[config.mk]
export PLATFORM = sky130hd
export DESIGN_NAME = product_display_flat
export DESIGN_NICKNAME = d
export VERILOG_FILES = /design/src/rtl/product_display_pkg.sv /design/src/rtl/product_display_if.sv /design/src/rtl/product_display_bin2bcd_seq.sv /design/src/rtl/product_display.sv /design/src/flat_wrapper.sv
export SDC_FILE = /design/constraint.sdc
export NUM_CORES = 1
export LEC_CHECK = 0
export CELL_PAD_IN_SITES_DETAIL_PLACEMENT = 2
export CELL_PAD_IN_SITES_GLOBAL_PLACEMENT = 2
export CORE_UTILIZATION = 39
export CTS_CLUSTER_DIAMETER = 60
export DETAILED_ROUTE_END_ITERATION = 12
export PLACE_DENSITY = 0.75
export SLEW_MARGIN = 40
export SYNTH_ARGS = -nofsm -noshare
export SYNTH_HDL_FRONTEND = slang
export SYNTH_SLANG_ARGS = --single-unit
[constraint.sdc]
create_clock -name i_clock -period 4.35 [get_ports i_clock]
set_input_delay 0.87 -clock i_clock [delete_from_list [all_inputs] [get_ports i_clock]]
set_output_delay 0.87 -clock i_clock [all_outputs]
set_load 0.01 [all_outputs]
[src/rtl/product_display_pkg.sv]
// product_display_pkg: shared FSM encoding, widths and seven-segment patterns
// for the product display block.
package product_display_pkg;
    localparam int BCD_W = 20;
    localparam logic [6:0] SEG_BLANK = 7'h7F;
    // Active-low g..a patterns; entry 0 is the rightmost slice.
    localparam logic [9:0][6:0] SEG_TABLE = {
        7'h10, 7'h00, 7'h78, 7'h02, 7'h12, 7'h19, 7'h30, 7'h24, 7'h79, 7'h40
    };
    typedef enum logic [1:0] {IDLE, CONV, DONE} state_t;
    function automatic logic [6:0] seg_of(input logic [3:0] d);
        return (d > 4'd9) ? SEG_BLANK : SEG_TABLE[d];
    endfunction
endpackage

[src/rtl/product_display_if.sv]
// product_display_if: load/product request and display outputs of the product display.
interface product_display_if;
    logic [15:0] product;
    logic        load;
    logic        busy;
    logic [3:0]  an;
    logic [6:0]  seg;
    logic        dp;
    modport master(output product, load, input busy, an, seg, dp);
    modport slave(input product, load, output busy, an, seg, dp);
endinterface

[src/rtl/product_display_bin2bcd_seq.sv]
// bin2bcd_seq: sequential double-dabble, one input bit per clock; a load
// at any time restarts the conversion from the newly captured value.
module bin2bcd_seq
    import product_display_pkg::*;
(
    input  logic             i_clk,
    input  logic             i_rst,
    input  logic             i_load,
    input  logic [15:0]      i_bin,
    output logic             o_busy,
    output logic             o_done,
    output logic [BCD_W-1:0] o_bcd
);
    state_t           r_state;
    logic [15:0]      r_bin;
    logic [BCD_W-1:0] r_bcd;
    logic [3:0]       r_bitcnt;
    logic [BCD_W-1:0] w_adj;

    for (genvar g = 0; g < BCD_W / 4; g++) begin : g_adj
        assign w_adj[4*g +: 4] = (r_bcd[4*g +: 4] >= 4'd5) ? r_bcd[4*g +: 4] + 4'd3 : r_bcd[4*g +: 4];
    end

    assign o_bcd = r_bcd;

    always_ff @(posedge i_clk or posedge i_rst) begin
        if (i_rst) begin
            r_state  <= IDLE;
            r_bin    <= '0;
            r_bcd    <= '0;
            r_bitcnt <= '0;
            o_busy   <= 1'b0;
            o_done   <= 1'b0;
        end else if (i_load) begin
            r_state  <= CONV;
            r_bin    <= i_bin;
            r_bcd    <= '0;
            r_bitcnt <= '0;
            o_busy   <= 1'b1;
            o_done   <= 1'b0;
        end else begin
            case (r_state)
                CONV: begin
                    {r_bcd, r_bin} <= {w_adj[BCD_W-2:0], r_bin, 1'b0};
                    r_bitcnt       <= r_bitcnt + 4'd1;
                    r_state        <= (r_bitcnt == 4'd15) ? DONE : CONV;
                    o_done         <= (r_bitcnt == 4'd15);
                end
                DONE: begin
                    r_state <= IDLE;
                    o_busy  <= 1'b0;
                    o_done  <= 1'b0;
                end
                default: r_state <= IDLE;
            endcase
        end
    end
endmodule

[src/rtl/product_display.sv]
// product_display: converts the multiplier product to BCD and scans it onto a
// 4-digit active-low seven-segment display with leading-zero blanking.
module product_display
    import product_display_pkg::*;
#(
    parameter int REFRESH_DIV = 100000,
    parameter int BLANK_LZ    = 1
) (
    input logic                i_clock,
    input logic                i_reset,
    product_display_if.slave   bus
);
    localparam int CW = $clog2(REFRESH_DIV);

    logic [BCD_W-1:0] w_bcd, w_dig_n, r_dig;
    logic             w_done, w_wrap, w_blank;
    logic [CW-1:0]    r_cnt;
    logic [1:0]       r_idx, w_idx_n;
    logic [3:0]       w_nib, w_lz, r_an;
    logic [6:0]       r_seg;
    logic             r_dp;

    bin2bcd_seq u_conv (
        .i_clk  (i_clock),
        .i_rst  (i_reset),
        .i_load (bus.load),
        .i_bin  (bus.product),
        .o_busy (bus.busy),
        .o_done (w_done),
        .o_bcd  (w_bcd)
    );

    // Output registers are fed from next-state digits and index so an, seg
    // and dp track the architectural state with no extra cycle of lag.
    assign w_wrap  = r_cnt == CW'(REFRESH_DIV - 1);
    assign w_idx_n = r_idx + {1'b0, w_wrap};
    assign w_dig_n = (w_done && !bus.load) ? w_bcd : r_dig;
    assign w_nib   = w_dig_n[{w_idx_n, 2'b00} +: 4];
    assign w_lz[3] = (w_dig_n[19:16] == 4'd0) && (w_dig_n[15:12] == 4'd0);
    assign w_lz[2] = w_lz[3] && (w_dig_n[11:8] == 4'd0);
    assign w_lz[1] = w_lz[2] && (w_dig_n[7:4] == 4'd0);
    assign w_lz[0] = 1'b0;
    assign w_blank = (BLANK_LZ != 0) && w_lz[w_idx_n];

    assign bus.an  = r_an;
    assign bus.seg = r_seg;
    assign bus.dp  = r_dp;

    always_ff @(posedge i_clock or posedge i_reset) begin
        if (i_reset) begin
            r_cnt <= '0;
            r_idx <= '0;
            r_dig <= '0;
            r_an  <= 4'b1111;
            r_seg <= SEG_BLANK;
            r_dp  <= 1'b1;
        end else begin
            r_cnt <= w_wrap ? '0 : r_cnt + 1'b1;
            r_idx <= w_idx_n;
            r_dig <= w_dig_n;
            r_an  <= ~(4'b0001 << w_idx_n);
            r_seg <= w_blank ? SEG_BLANK : seg_of(w_nib);
            r_dp  <= !((w_idx_n == 2'd3) && (w_dig_n[19:16] != 4'd0));
        end
    end
endmodule

[src/flat_wrapper.sv]
// flat-port wrapper written by rule: the top's interface ports become plain ports
module product_display_flat import product_display_pkg::*;
#(
    parameter int REFRESH_DIV = 100000,
    parameter int BLANK_LZ    = 1
)
  (i_clock, i_reset, bus_product, bus_load, bus_busy, bus_an, bus_seg, bus_dp);
  product_display_if bus_i ();
  input logic i_clock;
  input logic i_reset;
  input wire logic [$bits(bus_i.product)-1:0] bus_product;
  input wire logic [$bits(bus_i.load)-1:0] bus_load;
  output wire logic [$bits(bus_i.busy)-1:0] bus_busy;
  output wire logic [$bits(bus_i.an)-1:0] bus_an;
  output wire logic [$bits(bus_i.seg)-1:0] bus_seg;
  output wire logic [$bits(bus_i.dp)-1:0] bus_dp;
  assign bus_i.product = bus_product;
  assign bus_i.load = bus_load;
  assign bus_busy = bus_i.busy;
  assign bus_an = bus_i.an;
  assign bus_seg = bus_i.seg;
  assign bus_dp = bus_i.dp;
  product_display #(.REFRESH_DIV(REFRESH_DIV), .BLANK_LZ(BLANK_LZ)) u_core (.i_clock(i_clock), .i_reset(i_reset), .bus(bus_i));
endmodule
[Yosys cells after proc, flatten, opt, wreduce, memory -nomap -nowiden]
Memories as Yosys holds them, arrays and structs flattened.
Cells that the tools add are included.
Storage, ports and cells
  logic and storage cells: 77
  flip-flop bits (word level): 95
  input bits: 19
  bits in read-only memories: 112
  memories: 1
Operators by class
  bitwise operators: 1
  shift operators: 2
  multiplexer cells: 25
  $add $sub $neg: 8
  equality and inequality tests: 5
  order comparisons: 8
  reductions and logical operators: 15
Memory list
  (name not given): words 16, width 7, rd ports 1, clocked after memory_dff 0, wr ports 0, RTL line product_display_pkg.sv:12  | return (d > 4'd9) ? SEG_BLANK : SEG_TABLE[d];
Operators with widths (count)
  2-to-1 mux 20 bit: 3
  2-to-1 mux 16 bit: 2
  2-to-1 mux 4 bit: 6
  2-to-1 mux 7 bit: 3
  >= comparator 4 x 3 -> 1 bit, second input constant: 5
  indexed part select 20 x 5 -> 4 bit: 1
  adder 17 x 1 -> 17 bit, second input constant: 1
  == test 17 bit, second input constant: 1
  2-to-1 mux 17 bit: 1
  adder 4 x 2 -> 4 bit, second input constant: 4
  zero test 4 bit: 4
  2-to-1 mux 2 bit: 3
  logical AND 1 bit: 5
  < comparator 4 x 5 -> 1 bit, second input constant: 1
  adder 4 x 1 -> 4 bit, second input constant: 1
  == test 2 bit, second input constant: 2
  == test 4 bit, second input constant: 1
  > comparator 4 bit, second input constant: 1
  2-to-1 mux 1 bit: 4
  NOT 4 bit: 1
  nonzero test 2 bit: 2
  nonzero test 4 bit: 1
  left shift 1 x 2 -> 4 bit, first input constant: 1
  adder 3 x 2 -> 3 bit, second input constant: 1
  other kinds (8): 9

[Logic depth before layout (Yosys ltp)]
  depth in word-level cells: 10
  mapped depth: 14

[By module]
Synthesis repeated with hierarchy kept, for this count alone.
Unflattened totals
  cells, all modules: 488
  area total of the unflattened synthesis: 4979.8 um^2
By module, submodules not included
  bin2bcd_seq: times used 1, area each 2507.4 um^2, cells each 262, sequential area each 1101.1 um^2
  product_display: times used 1, area each 2472.4 um^2, cells each 226, sequential area each 1291.2 um^2

[Worst setup path before layout]
OpenSTA, ideal clock, no wires.
  path kind: register to register
  from: reg u_core.r_cnt[12]
  to: reg u_core.r_seg[1] (netlist: u_core.bus.seg[1])
  arrival time: 3.124 ns
  setup slack: 1.147 ns
  setup time: 0.079 ns
  buffers on the path: 2
  stages on the path, launching flop included: 14
  cell sequence: dfrtp_1 nor2_1 nand3_1 nor4_1 and4_1 clkbuf_1 ha_1 clkbuf_1 inv_1 mux4_2 ha_1 nor2_1 a21oi_1 o21ai_0
On the way
  longest elaborated chain between the ends: 7
RTL lines
  start, declared: RTL line product_display.sv:17  | logic [CW-1:0] r_cnt;
  start signal, assigned: RTL line product_display.sv:58  | r_cnt <= w_wrap ? '0 : r_cnt + 1'b1;
  == test 17 bit *: RTL line product_display.sv:35  | assign w_wrap = r_cnt == CW'(REFRESH_DIV - 1);
  adder 2 x 1 -> 2 bit *: RTL line product_display.sv:36  | assign w_idx_n = r_idx + {1'b0, w_wrap};
  via u_core.w_idx_n[0]: RTL line product_display.sv:18  | logic [1:0] r_idx, w_idx_n;
  indexed part select 20 x 5 -> 4 bit: RTL line product_display.sv:38  | assign w_nib = w_dig_n[{w_idx_n, 2'b00} +: 4];
  memory (16 x 7 bit)
  2-to-1 mux 7 bit (implied by the code): RTL line product_display_pkg.sv:12
  2-to-1 mux 7 bit: RTL line product_display_pkg.sv:12
  2-to-1 mux 7 bit *: RTL line product_display.sv:62  | r_seg <= w_blank ? SEG_BLANK : seg_of(w_nib);
  end signal, assigned: RTL line product_display.sv:62
  end, declared: RTL line product_display.sv:20  | logic [6:0] r_seg;
The timed path passes the listed nets; every way through them passes the cells marked *. The select of a mux whose other input is x is not followed.
A chain may end at the register's enable or synchronous reset.

[Final worst setup path]
Same ends and word-level chain as after synthesis.

==> flow_summary.toml <==
[sta]
fin_crit_sh_pct = 82.7
report.final.slew_viol_count = 0
setup_viol = 0
fin_setup_tns_ps = 0
slew_headroom_pct = 51.4
tightest_slew_ps = 725
clock_skew_ps = 9.40
final-hold-violation-count = 0
finalWorstPathRequiredPeriod_ps = 3600
fmax_mhz = 278
rsz0062_at_grt = "no"

[pwr]
power.total_uw = 1950
power.density_nw_per_um2 = 358
vdd_ir_drop_max_mv = 0.161
p_leak_uw = 0.00243

[synth]
syn-num-nets = 475
yosysWarnings = 0
yosys.area.top_type_share_pct = 44.4
synth_top_area_cell = "dfrtp_1"
syn_avg_cell_area_sq_um = 10.7
netlist_instances = 438
synth-edff-count = 0
synthArstFlopShare_pct = 100
synth_top_flop_cell = "dfrtp_1"
synth_cell_types = 45
synth_seq_cells = 95
synth_area_sq_um = 4680
synth_area_leaders = "dfrtp_1 (44%), dfstp_2 (6.7%), mux2i_1 (5.6%)"
ys_seq_area_share_pct = 51.1

[placement]
dpl-instance-area_sq_um = 5140
place_congestion = 0.767
dpl.hpwl_mm = 7.39
port_buffers = 31
placed_cells = 599

[clock_network]
htreeDepth = 3
cts_buffers = 9
holdBufCountCts = 0
clock_latency_ps = 350
clk_pin_slew_ps = 70
cts.sinks = 95
root_buffer = "clkbuf_16"
cts_tree = "yes"
post_cts_resized = 0
post_cts_buffers = 0
cts.path.max_buffers = 2

[flow_run]
maxCapViolations = 0

[finish]
final_cell_mix = "dfrtp_1 (83), nand2_1 (55), clkdlybuf4s50_1 (30)"
finalInstanceArea_sq_um = 5450
layout_commonest_cell = "dfrtp_1"
layout.nets = 504
num_antenna_cells = 0
drive_above_1_share_pct = 13.1
layout.cells.non_filler = 615
layout-area-overhead-vs-synth_pct = 16.6

[global_routing]
grt_max_degree = 96
grt_pass1_wl_mm = 19.1
antenna_found_initial = 0
track_usage_pct = 19.6
grt_pass1_vias = 3819
grt_overflow = 0

[die]
die_y_microns = 112
die_x_microns = 112
dieArea_sq_um = 12400
rows = 39
start_util_pct = 40.5
core-area_sq_um = 11600
io_pins = 32

[setup_path]
crit_path_start_kind = "register"
critPathMaxFanout = 10
cp_data_required_time_ps = 4610
arrival_ps = 3860
endpoint_kind = "register"
worstSetupPathType = "register to register"

[route]
wire_per_inst_microns = 17.9
drtAntennaViolNets = 0
wl_mm = 11.0
dr.pass1.iters = 8
drt_iter0_markers = 152
route.vias.total = 3325
via_per_inst = 5.41
route.detailed.drc = 5

[run_status]
status = "complete, but fails checks"
violations = "design-rule violations"

[hold_path]
hold_class = "register to register"
## synth_stat cells, types with 5 or more instances
| master | count |
|---|---|
| nand3_1 | 18 |
| mux2i_1 | 26 |
| inv_1 | 20 |
| xor2_1 | 10 |
| a211oi_1 | 6 |
| nand4_1 | 6 |
| clkbuf_1 | 14 |
| o21ai_0 | 29 |
| nor3_1 | 5 |
| a21oi_1 | 25 |
| nand2b_1 | 8 |
| xnor2_1 | 15 |
| mux2_2 | 15 |
| dfrtp_1 | 83 |
| nor4_1 | 5 |
| nand2_1 | 55 |
| ha_1 | 18 |
| dfstp_2 | 12 |
| nor2_1 | 26 |
## cell type report
cell class,count,area (sq um)
multi-input cells,302,2120
inverters,21,80.1
well taps,143,179
fillers,1179,6110
clock inverters,4,70.1
repair buffers,38,370
clock buffers,12,246
flip-flops and latches,95,2390
## cell families (layout without fill, tap and decap cells)
group	count (synthesis)	count (layout)	synth area share [%]
flip-flops	95	95	51.1
adder cells (fa/ha/maj)	18	18	4.81
XOR/XNOR	25	25	4.68
AO/OA/AOI/OAI	74	74	9.20
buffers and inverters	41	75	3.74
multiplexers	49	49	12.9
AND/OR/NAND/NOR	136	136	13.5
## flip-flops by register name (all words and copies together), names as in the netlist
| signal | count |
|---|---|
| u_core.r_dig | 20 |
| u_core.u_conv.o_done | 1 |
| u_core.u_conv.r_bin | 16 |
| u_core.u_conv.o_busy | 1 |
| u_core.u_conv.r_bitcnt | 4 |
| u_core.u_conv.o_bcd | 20 |
| u_core.bus.seg | 7 |
| u_core.r_cnt | 17 |
| u_core.bus.dp | 1 |
| u_core.bus.an | 4 |
| u_core.r_idx | 2 |
| u_core.u_conv.r_state | 2 |
## layer usage
layer,track usage (%),vias to the layer above,wire length (microns)
met3,3.38,16,222
met2,34.3,36,5480
li1,-,1574,-
met1,23.9,1699,5080
met5,0,-,0
met4,8.29,0,208
## path summary, 6_finish.rpt
check / to / startpoint / slack [ps] / cells after the start
worst max-delay path: u_core.bus.seg[1] / u_core.r_cnt[12] / 750 / 13
worst min-delay path: u_core.r_cnt[0] / u_core.r_cnt[0] / 490 / 1
worst max register to register: u_core.bus.seg[1] / u_core.r_cnt[12] / 750 / 13
worst min register to register: u_core.r_cnt[0] / u_core.r_cnt[0] / 490 / 1
max in group asynchronous: u_core.bus.an[0] / i_reset / 3000 / 3
min in group asynchronous: u_core.r_cnt[15] / i_reset / 960 / 3
## worst max-delay path, stage by stage (launching register included)
cell and delay (ps):
dfrtp_1 420, nor2_1 130, nand3_1 100, nor4_1 250
and4_1 490, ha_1 230, xnor2_1 80, buf_4 170
inv_2 130, mux4_2 600, ha_1 270, nor2_1 310
a21oi_1 120, o21ai_0 210
## report_power, final
| part | switching (uW) | total, uW | internal, uW |
|---|---|---|---|
| clock | 339 | 857 | 518 |
| sequential | 24.4 | 948 | 923 |
| combinational | 78.3 | 146 | 68.0 |
## metrics by stage
stage	hold slack [ps]	setup WS [ps]	util, %
after global placement	469	949	44.4
after global routing	525	459	47.2
after detailed placement	485	771	44.4
after floorplan	442	1020	-
after CTS	492	710	47.2
final	490	754	47.2
No activity file was read; power rests on OpenSTA's default activity.
